[config.mk]
export PLATFORM = sky130hd
export DESIGN_NAME = capture_sequencer
export DESIGN_NICKNAME = d
export VERILOG_FILES = /design/src/rtl/pulse_pkg.sv /design/src/rtl/capture_timer.sv /design/src/rtl/capture_sequencer.sv
export SDC_FILE = /design/constraint.sdc
export NUM_CORES = 1
export LEC_CHECK = 0
export ABC_AREA = 1
export CAP_MARGIN = 20
export CORE_ASPECT_RATIO = 0.9
export CORE_MARGIN = 2
export CORE_UTILIZATION = 35
export DETAILED_ROUTE_END_ITERATION = 6
export GPL_ROUTABILITY_DRIVEN = 0
export GPL_TIMING_DRIVEN = 0
export PLACE_DENSITY = 0.61
export SYNTH_ARGS = -nofsm -noshare
export SYNTH_HDL_FRONTEND = slang
export SYNTH_SLANG_ARGS = --single-unit
export TNS_END_PERCENT = 50
[constraint.sdc]
create_clock -name clk -period 4.5 [get_ports clk]
set_input_delay 1.125 -clock clk [delete_from_list [all_inputs] [get_ports clk]]
set_output_delay 1.125 -clock clk [all_outputs]
set_load 0.02 [all_outputs]
[src/rtl/pulse_pkg.sv]
// Shared types for the pulse-counting run-control: sequencer states and result status codes.
package pulse_pkg;

  localparam int unsigned CNT_W_DEF = 16;
  localparam int unsigned TMO_W_DEF = 32;

  typedef enum logic [1:0] {
    S_IDLE    = 2'd0,
    S_ARM     = 2'd1,
    S_CAPTURE = 2'd2,
    S_REPORT  = 2'd3
  } seq_state_e;

  typedef enum logic [1:0] {
    ST_TARGET  = 2'b00,
    ST_STOP    = 2'b01,
    ST_TIMEOUT = 2'b10,
    ST_RSVD    = 2'b11
  } res_status_e;

endpackage

[src/rtl/capture_timer.sv]
// Clearable up-counter with a combinational terminal-match flag; times both the ARM hold and the capture timeout.
module capture_timer #(
  parameter int unsigned W = 32
) (
  input  logic         clk,
  input  logic         rst_n,
  input  logic         clr,
  input  logic         inc,
  input  logic [W-1:0] term,
  output logic         match_c
);

  logic [W-1:0] cnt_q;

  always_ff @(posedge clk or negedge rst_n) begin
    if (!rst_n) begin
      cnt_q <= '0;
    end else if (clr) begin
      cnt_q <= '0;
    end else if (inc) begin
      cnt_q <= cnt_q + W'(1);
    end
  end

  assign match_c = (cnt_q == term);

endmodule

[src/rtl/capture_sequencer.sv]
// Run-control for the pulse counter: arm, capture until target/stop/timeout, then hand the
// latched count to readout over a valid/ready port.
module capture_sequencer
  import pulse_pkg::*;
#(
  parameter int unsigned CNT_W      = CNT_W_DEF,
  parameter int unsigned TMO_W      = TMO_W_DEF,
  parameter int unsigned ARM_CYCLES = 2
) (
  input  logic             clk,
  input  logic             rst_n,
  input  logic             start,
  input  logic             stop,
  input  logic             abort,
  input  logic [CNT_W-1:0] target_count,
  input  logic [TMO_W-1:0] timeout_cycles,
  input  logic             SPEC_Acc_Done,
  input  logic [CNT_W-1:0] Pulse_counts,
  output logic             Capture_En,
  output logic             busy,
  output logic             res_valid,
  input  logic             res_ready,
  output logic [CNT_W-1:0] res_count,
  output logic [1:0]       res_status
);

  seq_state_e       state_q, state_d;
  logic [CNT_W-1:0] target_q, target_d;
  logic [TMO_W-1:0] timeout_q, timeout_d;
  logic [CNT_W-1:0] count_d;
  res_status_e      status_q, status_d;

  logic             tmr_clr_c, tmr_inc_c, tmr_match_c;
  logic [TMO_W-1:0] tmr_term_c;
  logic             exit_c, target_hit_c, timeout_hit_c;

  // Done pulses are already folded into Pulse_counts by the counter; only observed here.
  logic unused_acc_done;
  assign unused_acc_done = SPEC_Acc_Done;

  assign tmr_term_c    = (state_q == S_ARM) ? TMO_W'(ARM_CYCLES - 1) : (timeout_q - TMO_W'(1));
  assign target_hit_c  = (target_q != '0) && (Pulse_counts >= target_q);
  assign timeout_hit_c = (timeout_q != '0) && tmr_match_c;

  capture_timer #(.W(TMO_W)) u_timer (
    .clk     (clk),
    .rst_n   (rst_n),
    .clr     (tmr_clr_c),
    .inc     (tmr_inc_c),
    .term    (tmr_term_c),
    .match_c (tmr_match_c)
  );

  // Next-state, run parameters and result capture
  always_comb begin
    state_d   = state_q;
    target_d  = target_q;
    timeout_d = timeout_q;
    count_d   = res_count;
    status_d  = status_q;
    tmr_clr_c = 1'b0;
    tmr_inc_c = 1'b0;
    exit_c    = 1'b0;

    unique case (state_q)
      S_IDLE: begin
        if (start) begin
          target_d  = target_count;
          timeout_d = timeout_cycles;
          tmr_clr_c = 1'b1;
          state_d   = S_ARM;
        end
      end

      S_ARM: begin
        if (abort) begin
          state_d = S_IDLE;
        end else if (tmr_match_c) begin
          tmr_clr_c = 1'b1;
          state_d   = S_CAPTURE;
        end else begin
          tmr_inc_c = 1'b1;
        end
      end

      S_CAPTURE: begin
        tmr_inc_c = 1'b1;
        if (abort) begin
          state_d = S_IDLE;
        end else begin
          if (stop) begin
            exit_c   = 1'b1;
            status_d = ST_STOP;
          end else if (target_hit_c) begin
            exit_c   = 1'b1;
            status_d = ST_TARGET;
          end else if (timeout_hit_c) begin
            exit_c   = 1'b1;
            status_d = ST_TIMEOUT;
          end
          if (exit_c) begin
            count_d = Pulse_counts;
            state_d = S_REPORT;
          end
        end
      end

      S_REPORT: begin
        if (abort || res_ready) begin
          state_d = S_IDLE;
        end
      end

      default: state_d = S_IDLE;
    endcase
  end

  // Outputs are decoded from the next state so they change on the same edge as the state
  always_ff @(posedge clk or negedge rst_n) begin
    if (!rst_n) begin
      state_q    <= S_IDLE;
      target_q   <= '0;
      timeout_q  <= '0;
      res_count  <= '0;
      status_q   <= ST_TARGET;
      Capture_En <= 1'b0;
      busy       <= 1'b0;
      res_valid  <= 1'b0;
    end else begin
      state_q    <= state_d;
      target_q   <= target_d;
      timeout_q  <= timeout_d;
      res_count  <= count_d;
      status_q   <= status_d;
      Capture_En <= (state_d == S_CAPTURE);
      busy       <= (state_d != S_IDLE);
      res_valid  <= (state_d == S_REPORT);
    end
  end

  assign res_status = status_q;

endmodule

==> results.json, run 1 <==
{
  "run_status": "completed",
  "antenna_found_initial": 0,
  "synth.top_cells.by_area": "dfrtp_1 (37%), nand2_1 (15%), nor2_1 (9.0%)",
  "cts_sinks": 103,
  "yosys.area.top_type_share_pct": 37.2,
  "worstSetupPathType": "input pin to flip-flop",
  "crit_path_end_kind": "flip-flop",
  "worst-r2r-setup-slack_ns": 1.22,
  "worstPathCellList": "clkdlybuf4s50_1, inv_1, ha_1, inv_1, nand2_1, a21oi_1, o21ai_0, nand2_1, nand2_1, nand2_1, nand2_1, nand2_1, nand2_1, nand2_1, nand2_1, nand2_1, nand2_1, nand2_1, nand2_2, inv_2, buf_6, buf_6, nand2_1, nand2_1",
  "maxCapViolations": 0,
  "clk_transition_reported_paths_ns": 0.08,
  "power.leakage_nw": 3.80,
  "die_area_um2": 20900,
  "overflow": 0,
  "number_of_global_route_vias_before_repair": 6656,
  "crit_path_max_incr_delay_ns": 0.45,
  "htree_levels": 3,
  "cts_resized": 0,
  "p_per_area_nw_per_um2": 543,
  "portBuffers": 90,
  "timing.critical_path.mode_cell": "nand2_1",
  "cpMaxStageDelayCell": "clkdlybuf4s50_1",
  "worstMarginPinSlew_ns": 0.986,
  "critical_path.reg2reg.endpoint": "u_timer.cnt_q[16]",
  "synth_cell_types": 30,
  "cts_buffers": 9,
  "route.vias.total": 7044,
  "path_max_fanout": 10,
  "fp.dieH_um": 137,
  "postSynth.topFlopCell": "dfrtp_1",
  "arrival_ns": 3.68,
  "wire_length_of_the_first_global_routing_pass_um": 35900,
  "min_from": "res_count[2]",
  "fin_util_pct": 43.9,
  "min_period_ns": 3.41,
  "die_w_um": 152,
  "hold_violations": 0,
  "power.ir.vdd_worst_uv": 287,
  "clock_insertion_delay_worst_skew_ns": 0.37,
  "final_net_count": 1221,
  "route.detailed.vias_per_inst": 5.10,
  "grt_max_degree": 59,
  "finalSetupViolations": 0,
  "layout_cells_sized_above_1_pct": 6.18,
  "place.detailed.hpwl_um": 18100,
  "initial_core_utilization_pct": 35.9,
  "totalPowerFinal_mw": 4.60,
  "synth.ff_latch_count": 103,
  "post-route-drc-count": 0,
  "timing.hold.worst.class": "flip-flop to flip-flop",
  "worst_slew_margin_rel_pct": 33.6,
  "hold_buf_count_cts": 0,
  "num_io_pins": 92,
  "first_iter_violations": 703,
  "yosys_warnings": 0,
  "rsz0062_at_grt": "false",
  "post-cts-setup-buffer-count": 0,
  "areaGrowthSynthToFinish_pct": 22.1,
  "synth_enable_flop_cells": 0,
  "routed_wirelength_um": 22500,
  "mappedNetlistArea_um2": 6930,
  "synthMostInstantiatedCell": "nand2_1",
  "share_of_async_settable_or_async_resettable_flops_after_synthesis_pct": 100,
  "synth.largest_area_cell": "dfrtp_1",
  "floorplan_core_area_um2": 19300,
  "syn_inst": 1025,
  "required_ns": 4.77,
  "synthesis.nets": 1119,
  "finalMaxSlewViolations": 0,
  "postRouteAntennaNets": 0,
  "yosys-top-cells-count": "nand2_1 (282), nor2_1 (167), inv_1 (111), dfrtp_1 (103), nand3_1 (70)",
  "floorplan.rows": 48,
  "grt_use_total_pct": 21.9,
  "ctsRootBufferMaster": "clkbuf_16",
  "worst_hold_path.endpoint": "res_count[2]",
  "cts_tree": "done",
  "firstDrtPassIters": 5,
  "hold-path-cell-count": 2,
  "worst_r2r_path_depth": 17,
  "avgSynthCellArea_um2": 6.76,
  "clockBufferDepth": 2,
  "wire_per_inst_um": 16.3,
  "reg2reg_from": "timeout_q[0]",
  "final.period_utilization_pct": 75.8,
  "final.setup_skew_ns": 0.0173,
  "start_kind": "input pin",
  "fmax_ghz": 0.293,
  "synth_sequential_area_ratio_pct": 37.2,
  "antenna-diode-count": 0
}
==> stage by stage <==
step                      hold slack (ns)  setup slack, ns  area (µm²)  TNS (ns)  std cells
after global placement              0.454            -1.95        8140   -199.87       1365
after floorplan                     0.477             1.69        6930         0       1025
after CTS                           0.477             1.08        8460         0       1382
after detailed placement            0.457            0.691        8170         0       1366
final                               0.473             1.09        8460         0       1382
after global routing                0.499            0.809        8460         0       1382
==> power by group <==
group	leakage [nW]	total, mW	internal, mW	switching (mW)
combinational	2.39	2.17	0.753	1.42
clock	0.143	0.796	0.394	0.402
sequential	1.27	1.63	1.26	0.370
total	3.80	4.60	2.41	2.19
==> per-layer routing <==
| layer | wire length [µm] | part of all wire [%] | up-vias | global-route usage, % |
|---|---|---|---|---|
| met5 | 0 | 0 | - | 0 |
| met4 | 451 | 2.0 | 0 | 6.44 |
| met3 | 1870 | 8.3 | 33 | 4.18 |
| met2 | 9140 | 41 | 292 | 31.7 |
| met1 | 11000 | 49 | 3211 | 33.1 |
| li1 | - | - | 3508 | - |
==> layout by cell type, fill, tap and decap left out, drive strengths merged, types with 23 or more instances in the layout <==
cell,netlist,routed
ha,23,23
xor2,24,24
nand4,39,39
clkdlybuf4s50,0,89
o21ai,51,51
dfrtp,103,103
nand2,294,294
nand3,70,70
a21oi,54,54
nor2,179,179
inv,116,122
==> final cells by class <==
class	instances	area (µm²)
sequential	103	2580
fill	2019	10800
clock inverter	7	67.6
clock buffer	9	225
buffer	29	160
multi-input combinational	777	3750
timing repair buffer	91	926
tap	250	313
inverter	116	443
==> sequential cells by signal, indices dropped and copies added (netlist names), 2 cells and up <==
name and cells:
timeout_q 32, res_count 16, res_status 2, target_q 16, state_q 2, u_timer.cnt_q 32
==> critical path, delay by kind of cell <==
kind / cells / cell delay [ns]
AND/OR/NAND/NOR: 15 / 1.07
AO/OA/AOI/OAI: 2 / 0.30
adder cells (fa/ha/maj): 1 / 0.26
buffers and inverters: 6 / 0.89
==> logic make-up after synthesis <==
logic type	count (synthesis)	share of synthesized area (%)
multiplexers	2	0.325
buffers and inverters	145	8.70
AND/OR/NAND/NOR	619	38.3
XOR/XNOR	24	3.03
flip-flops	103	37.2
AO/OA/AOI/OAI	109	8.29
adder cells (fa/ha/maj)	23	4.15
==> how the worst max path moves through the flow <==
stage,start,to,slack [ns],cells after the start
floorplan,Pulse_counts[0],res_count[10],1.69,23
global route,Pulse_counts[0],res_count[9],0.81,24
finish,Pulse_counts[0],res_count[8],1.09,24
global placement,rst_n,u_timer.cnt_q[26],-1.95,1
CTS,Pulse_counts[0],res_count[8],1.08,24
detailed placement,Pulse_counts[0],res_count[8],0.69,24
No activity file was read; power rests on OpenSTA's default activity.
==> run 2, diff against run 1 <==
Clock period 4.5 ns to 3.4 ns, I/O delays scaled along.
==> results.json, run 2 (same netlist as run 1, synthesis figures left out) <==
{
  "floorplan.rows": 48,
  "worstSetupPathType": "flip-flop to flip-flop",
  "post-cts-setup-buffer-count": 0,
  "clk_transition_reported_paths_ns": 0.08,
  "rsz0062_at_grt": "false",
  "fmax_ghz": 0.320,
  "die_w_um": 152,
  "areaGrowthSynthToFinish_pct": 22.5,
  "wire_per_inst_um": 16.2,
  "final.period_utilization_pct": 92.0,
  "path_max_fanout": 10,
  "start_kind": "flip-flop",
  "min_period_ns": 3.13,
  "final_net_count": 1221,
  "grt_max_degree": 59,
  "portBuffers": 90,
  "worst_slew_margin_rel_pct": 35.8,
  "largest_regs": "timeout_q: 32 flops, u_timer.cnt_q: 32 flops",
  "timing.critical_path.mode_cell": "nand2_2",
  "hold_buf_count_cts": 0,
  "antenna-diode-count": 0,
  "finalNonFillerCells": 1382,
  "setup_slack_ns": 0.271,
  "hold_violations": 0,
  "grt_use_total_pct": 21.9,
  "route.vias.total": 7082,
  "crit_path_end_kind": "flip-flop",
  "initial_core_utilization_pct": 35.9,
  "routed_wirelength_um": 22500,
  "finalSetupViolations": 0,
  "power.ir.vdd_worst_uv": 379,
  "fin_tns_setup_ns": 0,
  "dp_worst_setup_slack_ns": -0.134,
  "worstPathCellList": "inv_1, ha_2, nand2_2, nor2_4, buf_6, nand2_2, o21ai_2, nand3_1, nand2_1, nand2_1, nor2_1, nand2_1, nor2_2, nand4_2, nand2_2, inv_2, nand2_2, clkbuf_4, o21ai_1",
  "num_io_pins": 92,
  "cts_sinks": 103,
  "sequential_cell_area_um2": 2580,
  "firstDrtPassIters": 7,
  "required_ns": 3.64,
  "arrival_ns": 3.37,
  "dp.cells": 1366,
  "wire_length_of_the_first_global_routing_pass_um": 35900,
  "power.leakage_nw": 3.81,
  "hold_slack_ns": 0.473,
  "worstMarginPinSlew_ns": 0.955,
  "fp.dieH_um": 137,
  "run_status": "completed",
  "worst-r2r-setup-slack_ns": 0.27,
  "layout.cells.most_common": "nand2_1",
  "place.detailed.hpwl_um": 18100,
  "number_of_global_route_vias_before_repair": 6656,
  "cts_tree": "done",
  "floorplan_core_area_um2": 19300,
  "layout.cells.most_common_list": "nand2_1 (282), nor2_1 (167), inv_1 (111), dfrtp_1 (103), clkdlybuf4s50_1 (89)",
  "timing.hold.worst.class": "flip-flop to flip-flop",
  "final.setup_skew_ns": 0.0178,
  "die_area_um2": 20900,
  "cpMaxStageDelayCell": "dfrtp_1",
  "finalMaxSlewViolations": 0,
  "route.detailed.vias_per_inst": 5.12,
  "layout_cells_sized_above_1_pct": 6.63,
  "overflow": 0,
  "first_iter_violations": 695,
  "multi_input_area_um2": 3770,
  "cts_resized": 0,
  "clock_insertion_delay_worst_skew_ns": 0.37,
  "cts_buffers": 9,
  "p_per_area_nw_per_um2": 718,
  "postRouteAntennaNets": 0,
  "antenna_found_initial": 0,
  "clockBufferDepth": 2,
  "maxCapViolations": 0,
  "htree_levels": 3,
  "post-route-drc-count": 0,
  "nFillCells": 2018,
  "crit_path_max_incr_delay_ns": 0.40,
  "ctsRootBufferMaster": "clkbuf_16"
}
[run 2: final timing paths]
kind,startpoint,endpoint,depth (start not counted)
setup reg to reg,timeout_q[0],u_timer.cnt_q[5],19
hold reg to reg,res_count[11],res_count[11],2
min in group asynchronous,rst_n,res_count[11],1
max in group asynchronous,rst_n,u_timer.cnt_q[26],2
setup / recovery,timeout_q[0],u_timer.cnt_q[5],19
hold / removal,res_count[11],res_count[11],2
[run 2: per-layer routing]
metal	GRT usage [%]	up-vias	routed length, µm
met1	33.1	3230	10900
met5	0	-	0
met3	4.18	35	1930
met2	31.7	304	9140
met4	6.44	0	454
li1	-	3513	-
[run 2: worst max-delay path: cells and delay by family (launching register included)]
kind	cells	cell delay (ns)
flops	1	0.40
compound gates	2	0.26
fa+ha+maj	1	0.25
buf+inv	4	0.63
simple gates	12	1.46
[run 2: per-stage QoR]
stage	area, µm²	util (%)	power [mW]
6_report	8490	44.0	6.10
4_1_cts	8460	43.9	6.08
3_3_place_gp	8140	42.2	4.97
5_1_grt	8490	44.0	6.62
2_1_floorplan	6930	-	4.04
3_5_place_dp	8170	42.4	4.99
[run 2: area by class of cell]
class                           instances  area share [%]
Inverter                              116            5.22
Tap cell                              250            3.69
Clock inverter                          7           0.796
Clock buffer                            9            2.65
Multi-Input combinational cell        777            44.4
Sequential cell                       103            30.4
Timing Repair Buffer                   91            10.9
Buffer                                 29            1.99
[run 2: report_power, final]
part	switching [mW]	internal, mW	total [mW]
Sequential	0.487	1.67	2.15
Clock	0.531	0.521	1.05
Combinational	1.88	1.01	2.89
==> run 3, diff against run 2 <==
Settings changed: CORE_ASPECT_RATIO 0.9 to not set.
==> results.json, run 3 (same netlist as run 1, synthesis figures left out) <==
{
  "cts_tree": "done",
  "worst_slew_margin_rel_pct": 33.9,
  "worst_hold_path.endpoint": "res_count[8]",
  "rsz0062_at_grt": "false",
  "dpl_cell_area_um2": 8190,
  "largest_regs": "timeout_q: 32 flops, u_timer.cnt_q: 32 flops",
  "place.detailed.hpwl_um": 18000,
  "final_net_count": 1221,
  "totalPowerFinal_mw": 6.10,
  "path_max_fanout": 10,
  "grt_max_degree": 57,
  "hold_buf_count_cts": 0,
  "nFillCells": 2044,
  "timing.hold.worst.class": "flip-flop to flip-flop",
  "finalSetupViolations": 0,
  "portBuffers": 90,
  "arrival_ns": 3.45,
  "min_from": "res_count[8]",
  "hold_slack_ns": 0.475,
  "multi_input_area_um2": 3760,
  "worst-r2r-setup-slack_ns": 0.25,
  "cts_buffers": 9,
  "final.setup_skew_ns": 0.0100,
  "critical_path.reg2reg.endpoint": "u_timer.cnt_q[29]",
  "route.vias.total": 7143,
  "layout.cells.most_common": "nand2_1",
  "finalNonFillerCells": 1397,
  "worstMarginPinSlew_ns": 0.983,
  "fmax_ghz": 0.317,
  "cts_sinks": 103,
  "worstSetupPathType": "flip-flop to flip-flop",
  "power.ir.vdd_worst_uv": 309,
  "postRouteAntennaNets": 0,
  "maxCapViolations": 0,
  "final.period_utilization_pct": 92.7,
  "finalMaxSlewViolations": 0,
  "floorplan.rows": 51,
  "firstDrtPassIters": 6,
  "reg2reg_from": "timeout_q[0]",
  "wire_per_inst_um": 16.1,
  "post-route-cell-area_um2": 8490,
  "min_period_ns": 3.15,
  "layout_cells_sized_above_1_pct": 6.45,
  "num_io_pins": 92,
  "crit_path_end_kind": "flip-flop",
  "antenna-diode-count": 0,
  "run_status": "completed",
  "post-route-drc-count": 0,
  "hold-path-cell-count": 2,
  "dp.cells": 1381,
  "clockBufferDepth": 2,
  "number_of_global_route_vias_before_repair": 6816,
  "fin_tns_setup_ns": 0,
  "areaGrowthSynthToFinish_pct": 22.5,
  "dp_worst_setup_slack_ns": -0.152,
  "p_per_area_nw_per_um2": 718,
  "required_ns": 3.70,
  "first_iter_violations": 598,
  "antenna_found_initial": 0,
  "floorplan_core_area_um2": 19500,
  "die_area_um2": 20900,
  "die_w_um": 145,
  "worst_r2r_path_depth": 18,
  "post-cts-setup-buffer-count": 0,
  "routed_wirelength_um": 22500,
  "fin_util_pct": 43.6,
  "fp.dieH_um": 145,
  "clock_insertion_delay_worst_skew_ns": 0.36,
  "start_kind": "flip-flop",
  "ctsRootBufferMaster": "clkbuf_16",
  "hold_violations": 0,
  "overflow": 0,
  "power.leakage_nw": 3.80,
  "sequential_cell_area_um2": 2580,
  "clk_transition_reported_paths_ns": 0.08,
  "layout.cells.most_common_list": "nand2_1 (282), nor2_1 (167), inv_1 (111), dfrtp_1 (103), clkdlybuf4s50_1 (89)",
  "htree_levels": 3,
  "route.detailed.vias_per_inst": 5.11,
  "grt_use_total_pct": 22.8,
  "initial_core_utilization_pct": 35.6,
  "setup_slack_ns": 0.248,
  "wire_length_of_the_first_global_routing_pass_um": 36500
}
run 3: power by group:
| group | internal [mW] | switching [mW] | leakage (nW) |
|---|---|---|---|
| logic | 1.01 | 1.88 | 2.39 |
| clock network | 0.512 | 0.531 | 0.135 |
| registers | 1.67 | 0.497 | 1.27 |
run 3: how the worst max path moves through the flow:
stage | cells after the start | start | slack (ns) | end
floorplan | 23 | Pulse_counts[0] | 0.86 | res_count[10]
global placement | 1 | rst_n | -2.71 | u_timer.cnt_q[18]
detailed placement | 24 | Pulse_counts[0] | -0.15 | res_count[3]
CTS | 18 | timeout_q[0] | 0.16 | u_timer.cnt_q[8]
global route | 18 | state_q[1] | 0.003 | u_timer.cnt_q[5]
finish | 18 | timeout_q[0] | 0.25 | u_timer.cnt_q[29]
run 3: layout make-up:
type                            count  share of cell area, %
Clock buffer                        9                   2.65
Buffer                             29                   1.95
Timing Repair Buffer               91                   10.9
Inverter                          116                   5.22
Tap cell                          265                   3.91
Clock inverter                      7                  0.722
Multi-Input combinational cell    777                   44.3
Sequential cell                   103                   30.4
run 3: per-layer routing:
metal	vias up	global-route usage (%)	routed length, µm
met5	-	0	0
met4	0	6.85	467
met3	29	3.98	1500
met2	249	34.3	9800
met1	3351	33.5	10700
li1	3514	-	-
run 3: critical path: stages, from the launching register on:
cell,delay [ns]
dfrtp_1,0.39
inv_1,0.15
ha_2,0.26
nand2_2,0.12
nor2_4,0.15
buf_6,0.16
nand2_2,0.09
o21ai_1,0.28
nand4_1,0.12
nand2_1,0.08
nand3_1,0.15
nor2_2,0.23
nand4_2,0.15
nand2_2,0.16
inv_2,0.06
nand2_2,0.12
buf_2,0.26
nand2_1,0.09
nand2_1,0.07
run 3: what timing repair did:
action / CTS / global route
resized for setup: 0 / 7
endpoints found under the hold margin: 0 / 0
setup endpoints to repair: 0 / 37
